## config.mk

```make
export PLATFORM = sky130hd
export DESIGN_NAME = gnn_job_ctrl
export DESIGN_NICKNAME = d
export VERILOG_FILES = /design/src/rtl/gnn_job_ctrl.sv
export SDC_FILE = /design/constraint.sdc
export NUM_CORES = 1
export LEC_CHECK = 0
export CORE_AREA = 2 2 232 234
export DETAILED_ROUTE_END_ITERATION = 7
export DIE_AREA = 0 0 234 236
export SETUP_SLACK_MARGIN = 0.02
export SLEW_MARGIN = 10
export SYNTH_ARGS = -nofsm -noshare
export SYNTH_HDL_FRONTEND = slang
export SYNTH_SLANG_ARGS = --single-unit
```

## constraint.sdc

```tcl
create_clock -name clk -period 1.9 [get_ports clk]
set_input_delay 0.285 -clock clk [delete_from_list [all_inputs] [get_ports clk]]
set_output_delay 0.285 -clock clk [all_outputs]
set_load 0.01 [all_outputs]
```

## src/rtl/gnn_job_ctrl.sv

```systemverilog
`default_nettype none
// +----------------------------------------------------------------------------+
// | gnn_job_ctrl : round-robin job sequencer for a two-requester GNN datapath.  |
// | Optional WAIT timeout enabled by defining GNN_CTRL_TIMEOUT_EN.              |
// | Revision: 1.0                                                              |
// +----------------------------------------------------------------------------+
module gnn_job_ctrl #(
  parameter int unsigned TIMEOUT_CYC = 8
) (
  input  logic         clk,
  input  logic         rst_n,
  input  logic         req0_valid,
  input  logic         req1_valid,
  output logic         req0_ready,
  output logic         req1_ready,
  input  logic [79:0]  req0_x,
  input  logic [79:0]  req1_x,
  output logic         eng_in_ready,
  output logic [79:0]  eng_x,
  input  logic [7:0]   eng_out_rdy,
  input  logic [167:0] eng_out,
  output logic         rsp_valid,
  input  logic         rsp_ready,
  output logic         rsp_id,
  output logic [167:0] rsp_data,
  output logic         rsp_err
);

  if ((TIMEOUT_CYC < 4) || (TIMEOUT_CYC > 255)) begin : g_bad_timeout
    $error("gnn_job_ctrl: TIMEOUT_CYC must be within 4..255");
  end

  typedef enum logic [2:0] {
    S_IDLE   = 3'd0,
    S_LAUNCH = 3'd1,
    S_WAIT   = 3'd2,
    S_RESP   = 3'd3,
    S_GAP    = 3'd4
  } state_t;

  state_t         state_q;
  logic           last_q;
  logic           eng_in_ready_q;
  logic [79:0]    eng_x_q;
  logic           rsp_valid_q;
  logic           rsp_id_q;
  logic [167:0]   rsp_data_q;
  logic [7:0]     mask_q;
  logic [7:0]     mask_d;
  logic           any_req;
  logic           gnt_sel;
  logic           grant_en;
  logic           mask_done;
  logic           timeout;

  // Prefer the requester that was not granted last; gated by rst_n so no
  // handshake can complete while the block is held in reset.
  assign any_req    = req0_valid | req1_valid;
  assign gnt_sel    = last_q ? ~req0_valid : req1_valid;
  assign grant_en   = rst_n & (state_q == S_IDLE) & any_req;
  assign req0_ready = grant_en & ~gnt_sel;
  assign req1_ready = grant_en & gnt_sel;

  assign mask_d     = mask_q | eng_out_rdy;
  assign mask_done  = &mask_d;

`ifdef GNN_CTRL_TIMEOUT_EN
  logic [7:0] cnt_q;
  logic [7:0] cnt_d;
  logic       rsp_err_q;

  assign cnt_d   = cnt_q + 8'd1;
  assign timeout = (cnt_d == 8'(TIMEOUT_CYC));
  assign rsp_err = rsp_err_q;
`else
  assign timeout = 1'b0;
  assign rsp_err = 1'b0;
`endif

  always_ff @(posedge clk or negedge rst_n) begin
    if (!rst_n) begin
      state_q        <= S_IDLE;
      last_q         <= 1'b1;
      eng_in_ready_q <= 1'b0;
      eng_x_q        <= '0;
      rsp_valid_q    <= 1'b0;
      rsp_id_q       <= 1'b0;
      rsp_data_q     <= '0;
      mask_q         <= '0;
`ifdef GNN_CTRL_TIMEOUT_EN
      cnt_q          <= '0;
      rsp_err_q      <= 1'b0;
`endif
    end else begin
      unique case (state_q)
        S_IDLE: begin
          if (any_req) begin
            eng_x_q        <= gnt_sel ? req1_x : req0_x;
            rsp_id_q       <= gnt_sel;
            last_q         <= gnt_sel;
            mask_q         <= '0;
            rsp_data_q     <= '0;
            eng_in_ready_q <= 1'b1;
            state_q        <= S_LAUNCH;
`ifdef GNN_CTRL_TIMEOUT_EN
            cnt_q          <= '0;
            rsp_err_q      <= 1'b0;
`endif
          end
        end
        S_LAUNCH: state_q <= S_WAIT;
        S_WAIT: begin
          mask_q <= mask_d;
          for (int i = 0; i < 8; i++) begin
            if (eng_out_rdy[i]) rsp_data_q[i*21 +: 21] <= eng_out[i*21 +: 21];
          end
`ifdef GNN_CTRL_TIMEOUT_EN
          cnt_q <= cnt_d;
          if (!mask_done && timeout) rsp_err_q <= 1'b1;
`endif
          // A completing mask wins over a timeout landing on the same cycle.
          if (mask_done || timeout) begin
            eng_in_ready_q <= 1'b0;
            rsp_valid_q    <= 1'b1;
            state_q        <= S_RESP;
          end
        end
        S_RESP: begin
          if (rsp_ready) begin
            rsp_valid_q <= 1'b0;
            state_q     <= S_GAP;
          end
        end
        S_GAP:   state_q <= S_IDLE;
        default: state_q <= S_IDLE;
      endcase
    end
  end

  assign eng_in_ready = eng_in_ready_q;
  assign eng_x        = eng_x_q;
  assign rsp_valid    = rsp_valid_q;
  assign rsp_id       = rsp_id_q;
  assign rsp_data     = rsp_data_q;

endmodule
`default_nettype wire

```

---- Yosys cells after proc, flatten, opt, wreduce, memory -nomap -nowiden ----
Index checks and enable logic that the tools add are counted.
word-level totals
  input bits .............................. 341
  latch bits .............................. 0
  memories ................................ 0
  RAM bits ................................ 0
  memory bits (read-only) ................. 0
  register bits after elaboration ......... 263
  logic and storage cells ................. 78
operators by class
  multiply operators ...................... 0
  mux-type cells .......................... 24
  order comparisons ....................... 0
  bitwise operators ....................... 8
  shift operators ......................... 0
  divide/modulo/power cells ............... 0
  add/subtract/negate cells ............... 0
  reductions and logical operators ........ 17
  equal/unequal tests ..................... 14
operators by type and width
  operator              count
  $pmux W168 S2         1
  $mux W168             1
  $mux W21              8
  $mux W80              1
  $reduce_and A3 Y1     11
  $ne A2 B2 Y1 const B  11
  $pmux W8 S2           1
  $pmux W3 S4           1
  $mux W3               3
  $mux W8               1
  $or A8 B8 Y8          1
  $reduce_and A8 Y1     1
  $eq A3 B2 Y1 const B  2
  $mux W1               5
  $and A1 B1 Y1         4
  $pmux W1 S2           2
  $reduce_and A2 Y1     2
  $reduce_bool A2 Y1    2
  $eq A3 B1 Y1 const B  1
  $logic_not A3 Y1      1
  $not A1 Y1            2
  $or A1 B1 Y1          1

---- Longest topological paths before layout ----
  word-level depth ........................ 4
  mapped depth ............................ 7

---- Worst setup path before layout ----
OpenSTA, ideal clock, no wires.
  path kind ............................... register to output
  from .................................... register state_q[0]
  to ...................................... output req1_ready
  setup slack ............................. 126 ps
  path buffers ............................ 2
  cell stages (with the launch flop) ...... 6
  arrival time ............................ 1489 ps
  cells stage by stage .................... dfrtp_1 -> nor3_4 -> buf_2 -> buf_2 -> nand3_1 -> nor3_1
between the ends
  longest elaborated chain between the ends .. 4
ends and longest elaborated chain
  item                         RTL line  source
  start: declaration           41        state_t state_q;
  start signal: assignment     82        state_q <= S_IDLE;
  start signal: assignment     104       state_q <= S_LAUNCH;
  start signal: assignment     111       S_LAUNCH: state_q <= S_WAIT;
  $logic_not A3 Y1             60        assign grant_en = rst_n & (state_q == S_IDLE) & any_req;
  $and A1 B1 Y1 (2 in series)  60
  $and A1 B1 Y1                62        assign req1_ready = grant_en & gnt_sel;
  end: declaration             15        output logic req1_ready,
Every way passes these cells.

---- Worst setup path in the final report ----
  from .................................... register state_q[0]
  to ...................................... output req0_ready
between the ends
  longest elaborated chain between the ends .. 4
ends and longest elaborated chain
  item                         RTL line  source
  $logic_not A3 Y1             60
  $and A1 B1 Y1 (2 in series)  60
  $and A1 B1 Y1                61        assign req0_ready = grant_en & ~gnt_sel;
  end: declaration             14        output logic req0_ready,
Every way passes these cells.

==> flow_metrics.py <==
metrics = {
    "finish": {
        "drive_above_1_share_pct": 10.67,
        "fin_nets": 1866,
        "areaGrowthSynthToFinish_pct": 79.20,
        "postLayoutCellArea_um2": 19110,
        "final_cells": 2245,
    },
    "critical_path": {
        "arrival_ns": 1.82,
        "cp.required_ns": 1.62,
        "cp_common_cell": "buf_6",
        "cp-end-kind": "output port",
        "max_stage_delay_ns": 0.41,
        "critPathKind": "reg2out",
        "startpoint_type": "flip-flop",
        "path_max_fanout": 2,
        "crit_path_cell_trace": "nor3_4 -> buf_12 -> nand3_4 -> buf_6 -> nor2_4 -> buf_6",
        "critPathSlowestCell": "dfrtp_1",
    },
    "synthesis": {
        "synth_async_sr_flop_share_pct": 100.0,
        "synth_seq_cells": 263,
        "synth_nets": 1254,
        "muxShareOfSynthArea_pct": 0.2112,
        "synth_top_family_by_area": "compound AO/OA/AOI/OAI gates",
        "synthSimpleGateAreaFrac_pct": 6.734,
        "ys_types": 29,
        "synth_xor_area_share_pct": 0,
        "syn_area_per_cell_um2": 11.68,
        "yosysWarnings": 0,
        "synth-compound-area-share_pct": 27.05,
        "ys.flop_type": "dfrtp_1",
        "synth.area.top_cells": "dfrtp_1 61%, a22o_1 14%, a31oi_1 4.7%",
        "netlist_area_um2": 10670,
        "synth_top_area_cell": "dfrtp_1",
        "synth_edf_count": 0,
        "synth_seq_area_share_pct": 61.72,
        "synth_top_area_share_pct": 61.47,
        "synth-adder-area-share_pct": 0,
        "post-synth-top-count-cell": "dfrtp_1",
        "synth_commonest_cells": "262 x dfrtp_1, 168 x a22o_1, 88 x a21oi_1",
        "syn_inst": 913,
    },
    "timing": {
        "fin_skew_ns": 0.02268,
        "setup_slack_ns": -0.2009,
        "min_period_ns": 2.101,
        "hold_violations": 0,
        "tightest_slew_ns": 0.6724,
        "setup_viol": 2,
        "drv_slew": 0,
        "timing.fmax_ghz": 0.4760,
        "rsz0062_at_grt": "yes",
        "min_period_over_period_pct": 110.6,
        "slew_headroom_pct": 55.17,
    },
    "detailed_routing": {
        "vias": 10430,
        "first_iter_violations": 497,
        "post-route-drc-count": 0,
        "wire_per_inst_um": 19.53,
        "dr.pass1.iters": 5,
        "wirelength_mm": 43.85,
        "drtAntennaViolNets": 0,
        "drt-vias-per-instance": 4.645,
    },
    "global_route": {
        "overflow": 0,
        "first_global_vias": 10630,
        "grt_first_pass_wirelength_mm": 64.07,
        "grt_max_degree": 113,
        "antenna_found_initial": 3,
        "track_usage_pct": 14.80,
    },
    "power_and_ir_drop": {
        "p_leak_nw": 7.930,
        "p_switching_w": 0.01062,
        "internal_power_w": 0.01985,
        "peakVddDrop_mv": 0.6445,
        "swShare_pct": 34.86,
        "seq_power_share_pct": 31.1,
        "combPwrFrac_pct": 48.8,
        "power_density_nw_per_um2": 1594,
        "clkPwrFrac_pct": 20.0,
    },
    "clock_tree": {
        "clkLatencyLatePin_ns": 0.57,
        "cts_made_buffers": 30,
        "cts_root_buf": "clkbuf_16",
        "clock_sink_count": 263,
        "clk_path_buf_depth": 3,
        "h-tree-depth": 1,
        "clk_pin_slew_ns": 0.06,
        "cts_tree": "done",
    },
    "placed_design": {
        "numPortBuffers": 593,
        "gp_congestion": 0.8239,
        "placed_cell_area_um2": 17830,
        "dpl.hpwl_mm": 32.42,
        "dpl.cell_count": 2178,
    },
    "run_status": {
        "status": "finished, violations left",
        "violations": "negative setup slack",
    },
    "floorplanning": {
        "ioPinCount": 595,
        "die_y_um": 236,
        "row_count": 85,
        "floorplan.die_area_um2": 55220,
        "start_util_pct": 20.10,
        "die_x_um": 234,
        "coreArea_um2": 53070,
    },
    "flow_run": {
        "cap_violations": 0,
    },
    "worst_hold_path": {
        "hold_path.class": "in2reg",
    },
}
## critical path: cells and delay by family (launching register included)
| family | cells | cell delay (ns) |
|---|---|---|
| DFF | 1 | 0.41 |
| buffers and inverters | 3 | 0.39 |
| and+or+nand+nor | 3 | 0.45 |
## what timing repair did
action | in CTS | in global routing
gates resized for setup | 25 | 8
buffers inserted | 2 | 5
setup endpoints to repair | 12 | 121
pin swaps | 3 | 3
hold endpoints to repair | 16 | 0
cloned | 1 | 4
hold buffers | 1 | 0
## layout by cell type, fill, tap and decap left out, drive strengths merged, types with 2 or more instances in the layout
cell type / synthesis / layout
nor3: 2 / 2
mux2: 2 / 2
or2: 3 / 3
dfrtp: 262 / 262
o22a: 3 / 3
dlygate4sd2: 0 / 8
clkinv: 0 / 4
a31oi: 80 / 80
and4bb: 3 / 3
clkdlybuf4s50: 0 / 580
nor2: 22 / 22
and2: 2 / 3
a22o: 168 / 168
diode: 0 / 2
a21oi: 88 / 88
o22ai: 2 / 2
clkbuf: 43 / 47
clkinvlp: 0 / 3
bufinv: 0 / 3
dlymetal6s2s: 0 / 2
buf: 56 / 84
o21ai: 83 / 83
nand3: 82 / 82
nor4bb: 5 / 5
## final timing paths
check,startpoint,endpoint,slack [ns],depth (start not counted)
min in group asynchronous,rst_n,rsp_data[100],0.32,3
worst min-delay path,req1_x[72],eng_x[72],0.29,3
worst max register to register,state_q[0],rsp_data[78],0.11,7
max in group asynchronous,rst_n,eng_x[13],0.63,4
worst max-delay path,state_q[0],req0_ready,-0.20,6
worst min register to register,rsp_data[145],rsp_data[145],0.50,1
## final cells by class
type                       count  area (um2)
clock buffer                  44       924.6
clock inverter                10       132.6
timing repair buffer         678        6889
tap                          696       870.8
sequential                   263        6583
fill                        5206       33960
multi-input combinational    551        3704
inverter                       1       3.754
antenna                        2       5.005
## registers in the layout, summed over array words and instances, names as in the netlist
signal and cells:
mask_q 8, rsp_data 168, state_q 3, eng_in_ready 1, rsp_valid 1, last_q 1, rsp_id 1, eng_x 80
## power groups by stage
stage	clock network, W	registers (W)	logic (W)
after global placement	0	0.00950	0.0144
after global routing	0.00652	0.00976	0.0161
after floorplan	0	0.0104	0.00536
after CTS	0.00631	0.00951	0.0148
final	0.00610	0.00949	0.0149
after detailed placement	0	0.00954	0.0146
## through the flow
step	util (%)	hold WS [ns]	power [W]	setup TNS, ns	setup WS, ns
after floorplan	-	-0.01059	0.01574	0	0.1258
after global placement	33.59	0.3375	0.02394	-37.33	-0.4135
after detailed placement	33.59	0.3335	0.02411	-44.05	-0.4338
after CTS	35.74	0.2539	0.03060	-0.6059	-0.3208
after global routing	36.01	0.2736	0.03233	-0.6034	-0.3050
final	36.01	0.2900	0.03047	-0.3902	-0.2009
## routing by layer
| metal | vias to the layer above | global-route usage (%) | routed length, um | share of wire (%) |
|---|---|---|---|---|
| li1 | 4720 | - | - | - |
| met2 | 515 | 25.40 | 21380 | 49 |
| met4 | 0 | 4.124 | 1009 | 2.3 |
| met1 | 5136 | 17.72 | 17170 | 39 |
| met3 | 56 | 4.545 | 4294 | 9.8 |
| met5 | - | 0 | 0 | 0 |
## kinds of logic (layout without fill, tap and decap cells)
group | after synthesis | count (layout)
simple gates | 121 | 122
buf+inv | 100 | 733
flops | 263 | 263
other cells | 1 | 3
mux | 2 | 2
compound gates | 426 | 426
(Power assumes the default switching activity.)
==> patch 1, RTL diff (config.mk and constraints unchanged) <==
Encoding of `state_t`: now one-hot (5 bits for 5 states).
--- a/src/rtl/gnn_job_ctrl.sv
+++ b/src/rtl/gnn_job_ctrl.sv
@@ -30,12 +30,12 @@
     $error("gnn_job_ctrl: TIMEOUT_CYC must be within 4..255");
   end
 
-  typedef enum logic [2:0] {
-    S_IDLE   = 3'd0,
-    S_LAUNCH = 3'd1,
-    S_WAIT   = 3'd2,
-    S_RESP   = 3'd3,
-    S_GAP    = 3'd4
+  typedef enum logic [4:0] {
+    S_IDLE   = 5'b00001,
+    S_LAUNCH = 5'b00010,
+    S_WAIT   = 5'b00100,
+    S_RESP   = 5'b01000,
+    S_GAP    = 5'b10000
   } state_t;
 
   state_t         state_q;
Behaviour: same outputs for any inputs over 4 cycles, from zero or initial values and one cycle with rst_n low; so few cycles prove little.
==> patch 1 against the unedited design <==
  * The run still ends with negative setup slack left
  * Sequential cell count up 2
  * Hold slack better by 0.017 ns
  * Via count up 38%
  * Wire length up 40%
  * Combinational power up 31%
  * Synthesized area up 24%
  * Design area up 21%
  * Sequential share of layout area down 5.8 points
  * Worst setup slack better by 0.082 ns
  * Sequential power down 11%
  * Total power up 14%
  * Critical path type is now register to register
  * Critical endpoint is now eng_x[77]
  * Largest power group unchanged
==> patch 1: results (changes against the unedited design) <==
* Status: finished with violations
* Failing checks: negative setup slack
* Design internal power at 20.9 mW (+5.3%)
* Antenna violations before repair at 8 (+5)
* # setup viols final at 193 (+191)
* Hold path endpoint: rsp_data[17]
* Synth top area cells: dfrtp_1 (50%), o31ai_2 (10%), a21oi_1 (9.4%)
* Reg2reg start: state_q[1]
* Xor-xnor portion of the synthesized cell area at 0.0662% (+0.066 points)
* Seq. cell area at 6630 µm² (+0.78%)
* Commonest cells in the netlist: dfrtp_1 (263), a21oi_1 (248), nand4_1 (147)
* Iteration-0 DRC Markers at 979 (+97%)
* ClkCell Share at 4.85% (-0.68 points)
* HPWL after DPL at 40000 µm (+23%)
* Maximum number of pins on one net before global-route repair at 143 (+27%)
* GPL Wtd Cong at 0.824 (about the same)
* Max-slew headroom at the worst pin at 32.7% (-22 points)
* Comb_multi_in at 871 (+58%)
* Inverters at 11 (+10)
* Non-clk buf share at 36.2% (+0.12 points)
* Layout cells sized above 1 at 19.1% (+8.4 points)
* Top delay family on crit path: buffers and inverters
* # clk buffers at 46 (+4.5%)
* Final #Nets at 2276 (+22%)
* Setup WS post-layout at -0.119 ns (+0.0821 ns)
* Repair and plain buffers at 752 (+11%)
* CP max FO at 7 (+5)
* Sequential share of power at 24.3% (-6.8 points)
* Multi-input combinational area share at 26.1% (+6.7 points)
* Compound-Gate Fraction of Synth Area at 30.6% (+3.6 points)
* Logic pwr share at 56.4% (+7.6 points)
* Mapped Nets at 1670 (+33%)
[patch 1: cell types whose count changed after synthesis, sizes merged, moves of 22 or more]
cell,unedited run,this run
o21ai,83,105
a22o,168,1
nand4,1,147
o31ai,0,147
a21oi,88,248
clkbuf,43,88
buf,56,96
[patch 1: timing repair]
action | 4_1_cts | 5_1_grt
hold buffers | 1 | 0
buffers inserted | 17 | 16
cloned | 10 | 26
pin swaps | 4 | 3
setup endpoints to repair | 258 | 231
endpoints found under the hold margin | 35 | 0
gates resized for setup | 44 | 86
[patch 1: per-stage QoR]
| stage | std cells | cell area (µm²) |
|---|---|---|
| after floorplan | 1329 | 13200 |
| after global placement | 2530 | 20300 |
| after detailed placement | 2530 | 20300 |
| after CTS | 2614 | 22000 |
| after global routing | 2653 | 23100 |
| final | 2653 | 23100 |
[patch 1: per-layer routing]
metal	GRT usage [%]	share of wire [%]	vias up
li1	-	-	6356
met1	24.2	39	7181
met2	34.1	49	675
met3	5.77	8.3	125
met4	8.00	3.7	10
met5	0	0.11	-
==> patch 2, RTL diff (config.mk and constraints unchanged) <==
Made on the original files. Add a define of `GNN_CTRL_TIMEOUT_EN`.
--- a/src/rtl/gnn_job_ctrl.sv
+++ b/src/rtl/gnn_job_ctrl.sv
@@ -4,6 +4,8 @@
 // | Optional WAIT timeout enabled by defining GNN_CTRL_TIMEOUT_EN.              |
 // | Revision: 1.0                                                              |
 // +----------------------------------------------------------------------------+
+`define GNN_CTRL_TIMEOUT_EN
+
 module gnn_job_ctrl #(
   parameter int unsigned TIMEOUT_CYC = 8
 ) (
Check against the original RTL: no difference found for any inputs over 4 cycles, from zero or initial values and one cycle with rst_n low; that may be too few to reach the edited logic, so the function may still have changed.
==> patch 2 against the unedited design <==
  * The flow still finishes with violations (negative setup slack)
  * Worst setup slack gained 0.17 ns
  * Sequential share of layout area up 1.4 points
  * Design area decreased by 0.58%
  * Sequential cell count rose by 9
  * Total power rose by 4.1%
  * Critical endpoint unchanged
  * Clock skew is 0.013 ns lower
  * Wire length shrank 12%
  * Register-to-register slack worse by 0.12 ns
  * Non-clock buffer count down 20
  * Synthesized area rose by 1.2%
==> patch 2: results (changes against the unedited design) <==
* Clock-pin slew on the worst setup and hold paths at 0.06 ns (about the same)
* Iteration-0 DRC Markers at 369 (-26%)
* Largest register FFs at 168 (unchanged)
* Fillers at 5185 (-0.40%)
* # setup viols final at 4 (+2)
* Ys async rst share at 100% (unchanged)
* CP max FO at 4 (+2)
* Clock latency on the worst-skew pair at 0.58 ns
* Antenna violations before repair at 2 (-1)
* Htree depth at 1 (unchanged)
* Number of global-route vias before repair at 9627 (-9.4%)
* Mapped Nets at 1217 (-3.0%)
* Setup WS pre-CTS at -0.449 ns (-0.0156 ns)
* Met1 GRT Util at 15.5% (-2.3 points)
* ANT cells at 0 (-2)
* Status: finished with violations
* Worst min path class: primary input to asynchronous set/reset pin
* Commonest cells in the netlist: dfrtp_1 (271), a22o_1 (168), nor2_1 (117)
* Ys Warns at 0 (unchanged)
* Final Skew at 0.00996 ns (-0.0127 ns)
* Final #Nets at 1833 (-1.8%)
* Total GRT Usage at 13.1% (-1.7 points)
* Layout cells sized above 1 at 8.67% (-2.0 points)
* Failing checks: negative setup slack
* Clock Root Buffer: clkbuf_16
* Clock Tree Buf Depth at 3 (unchanged)
* Met2 usage at 22.9% (-2.5 points)
* Total CTS buffers at 31 (+3.3%)
* Seq/Total Area, Yosys at 63.1% (+1.4 points)
* GPL Wtd Cong at 0.809 (-1.9%)
* Maximum number of pins on one net before global-route repair at 105 (-7.1%)
* Synth top area cells: dfrtp_1 (63%), a22o_1 (14%), mux2i_1 (7.4%)
* Vias at 9347 (-10%)
* DRT Wirelength at 38600 µm (-12%)
* Setup WS post-layout at -0.0288 ns (+0.172 ns)
* IO Port Bufs at 594 (+0.17%)
* P_leak at 8.16 nW (+3.0%)
* Peak VDD IR at 0.000788 V (+22%)
* Top_reg_cell synth: dfrtp_1
* First drt pass iteration count at 4 (-1)
* Tightest Pin Transition at 0.641 ns (-0.0315 ns)
* HPWL after DPL at 29100 µm (-10%)
* Met3 Track Usage GR at 3.66% (-0.88 points)
* First-pass GRT wire length at 56600 µm (-12%)
* Post-synthesis cell type count at 44 (+52%)
-- patch 2: cell types whose count changed in the layout (fill, tap and decap cells not counted), sizes merged, moves of 5 or more --
cell / delta
nor2: +95
mux2i: +80
a31oi: -79
nand3: -79
o21ai: -68
buf: -18
nand2: +11
dfrtp: +9
and2: +7
a21oi: -5
inv: +5
nor4bb: -5
-- patch 2: path summary, 6_finish.rpt --
| check | from | end | slack, ns | cells past startpoint |
|---|---|---|---|---|
| worst max register to register | cnt_q[4] | state_q[0] | -0.01 | 5 |
| worst max-delay path | state_q[0] | req0_ready | -0.03 | 3 |
| worst min-delay path | rst_n | eng_x[27] | 0.12 | 2 |
| worst min register to register | rsp_id | rsp_id | 0.48 | 2 |
| max in group asynchronous | rst_n | eng_x[65] | 0.68 | 4 |
| min in group clk | eng_out[164] | rsp_data[164] | 0.31 | 2 |
-- patch 2: kinds of logic (layout without fill, tap and decap cells) --
family	after synthesis	in the layout	share of synthesized area, %
compound gates	282	282	19.4
xor+xnor	1	1	0.0812
fa+ha+maj	2	2	0.232
buf+inv	80	717	3.44
flops	272	272	63.1
mux	80	80	7.42
simple gates	157	157	6.39
-- patch 2: cell type report --
cell class	count	share of cell area (%)
tap	696	4.58
inverter	5	0.0988
timing repair buffer	658	34.8
sequential	272	35.9
clock inverter	9	0.665
multi-input combinational	522	19.4
clock buffer	45	4.68
-- patch 2: critical path, cell delays in order (launching register included) --
cell	delay, ns
dfrtp_2	0.43
nor4_4	0.32
and3_1	0.20
buf_2	0.13
-- patch 2: stage by stage --
stage | area [µm²] | hold WS (ns) | setup TNS, ns | instances
global route | 19000 | 0.101 | -4.10 | 2207
floorplan | 10800 | -0.0106 | 0 | 874
global placement | 17900 | 0.0942 | -40.57 | 2146
detailed placement | 17900 | 0.0941 | -46.23 | 2146
finish | 19000 | 0.123 | -0.0620 | 2207
CTS | 19000 | 0.0726 | -0.265 | 2205
-- patch 2: layer usage --
metal	up-vias	wire, µm	share of wire [%]
li1	4396	-	-
met1	4476	15500	40
met2	415	18700	48
met3	58	3360	8.7
met4	2	1030	2.7
met5	-	13	0.034
-- patch 2: timing repair --
| action | in CTS | in global routing |
|---|---|---|
| hold buffers | 1 | 0 |
| pin swaps | 8 | 5 |
| endpoints found under the hold margin | 23 | 0 |
| resized for setup | 23 | 7 |
| setup buffers | 4 | 2 |
| setup endpoints to repair | 14 | 76 |
-- patch 2: power breakdown --
group | total (mW) | internal (mW) | switching, mW | leakage, nW
Sequential | 10.5 | 8.69 | 1.78 | 3.36
Clock | 6.04 | 3.61 | 2.43 | 0.497
Combinational | 15.2 | 8.55 | 6.66 | 4.31
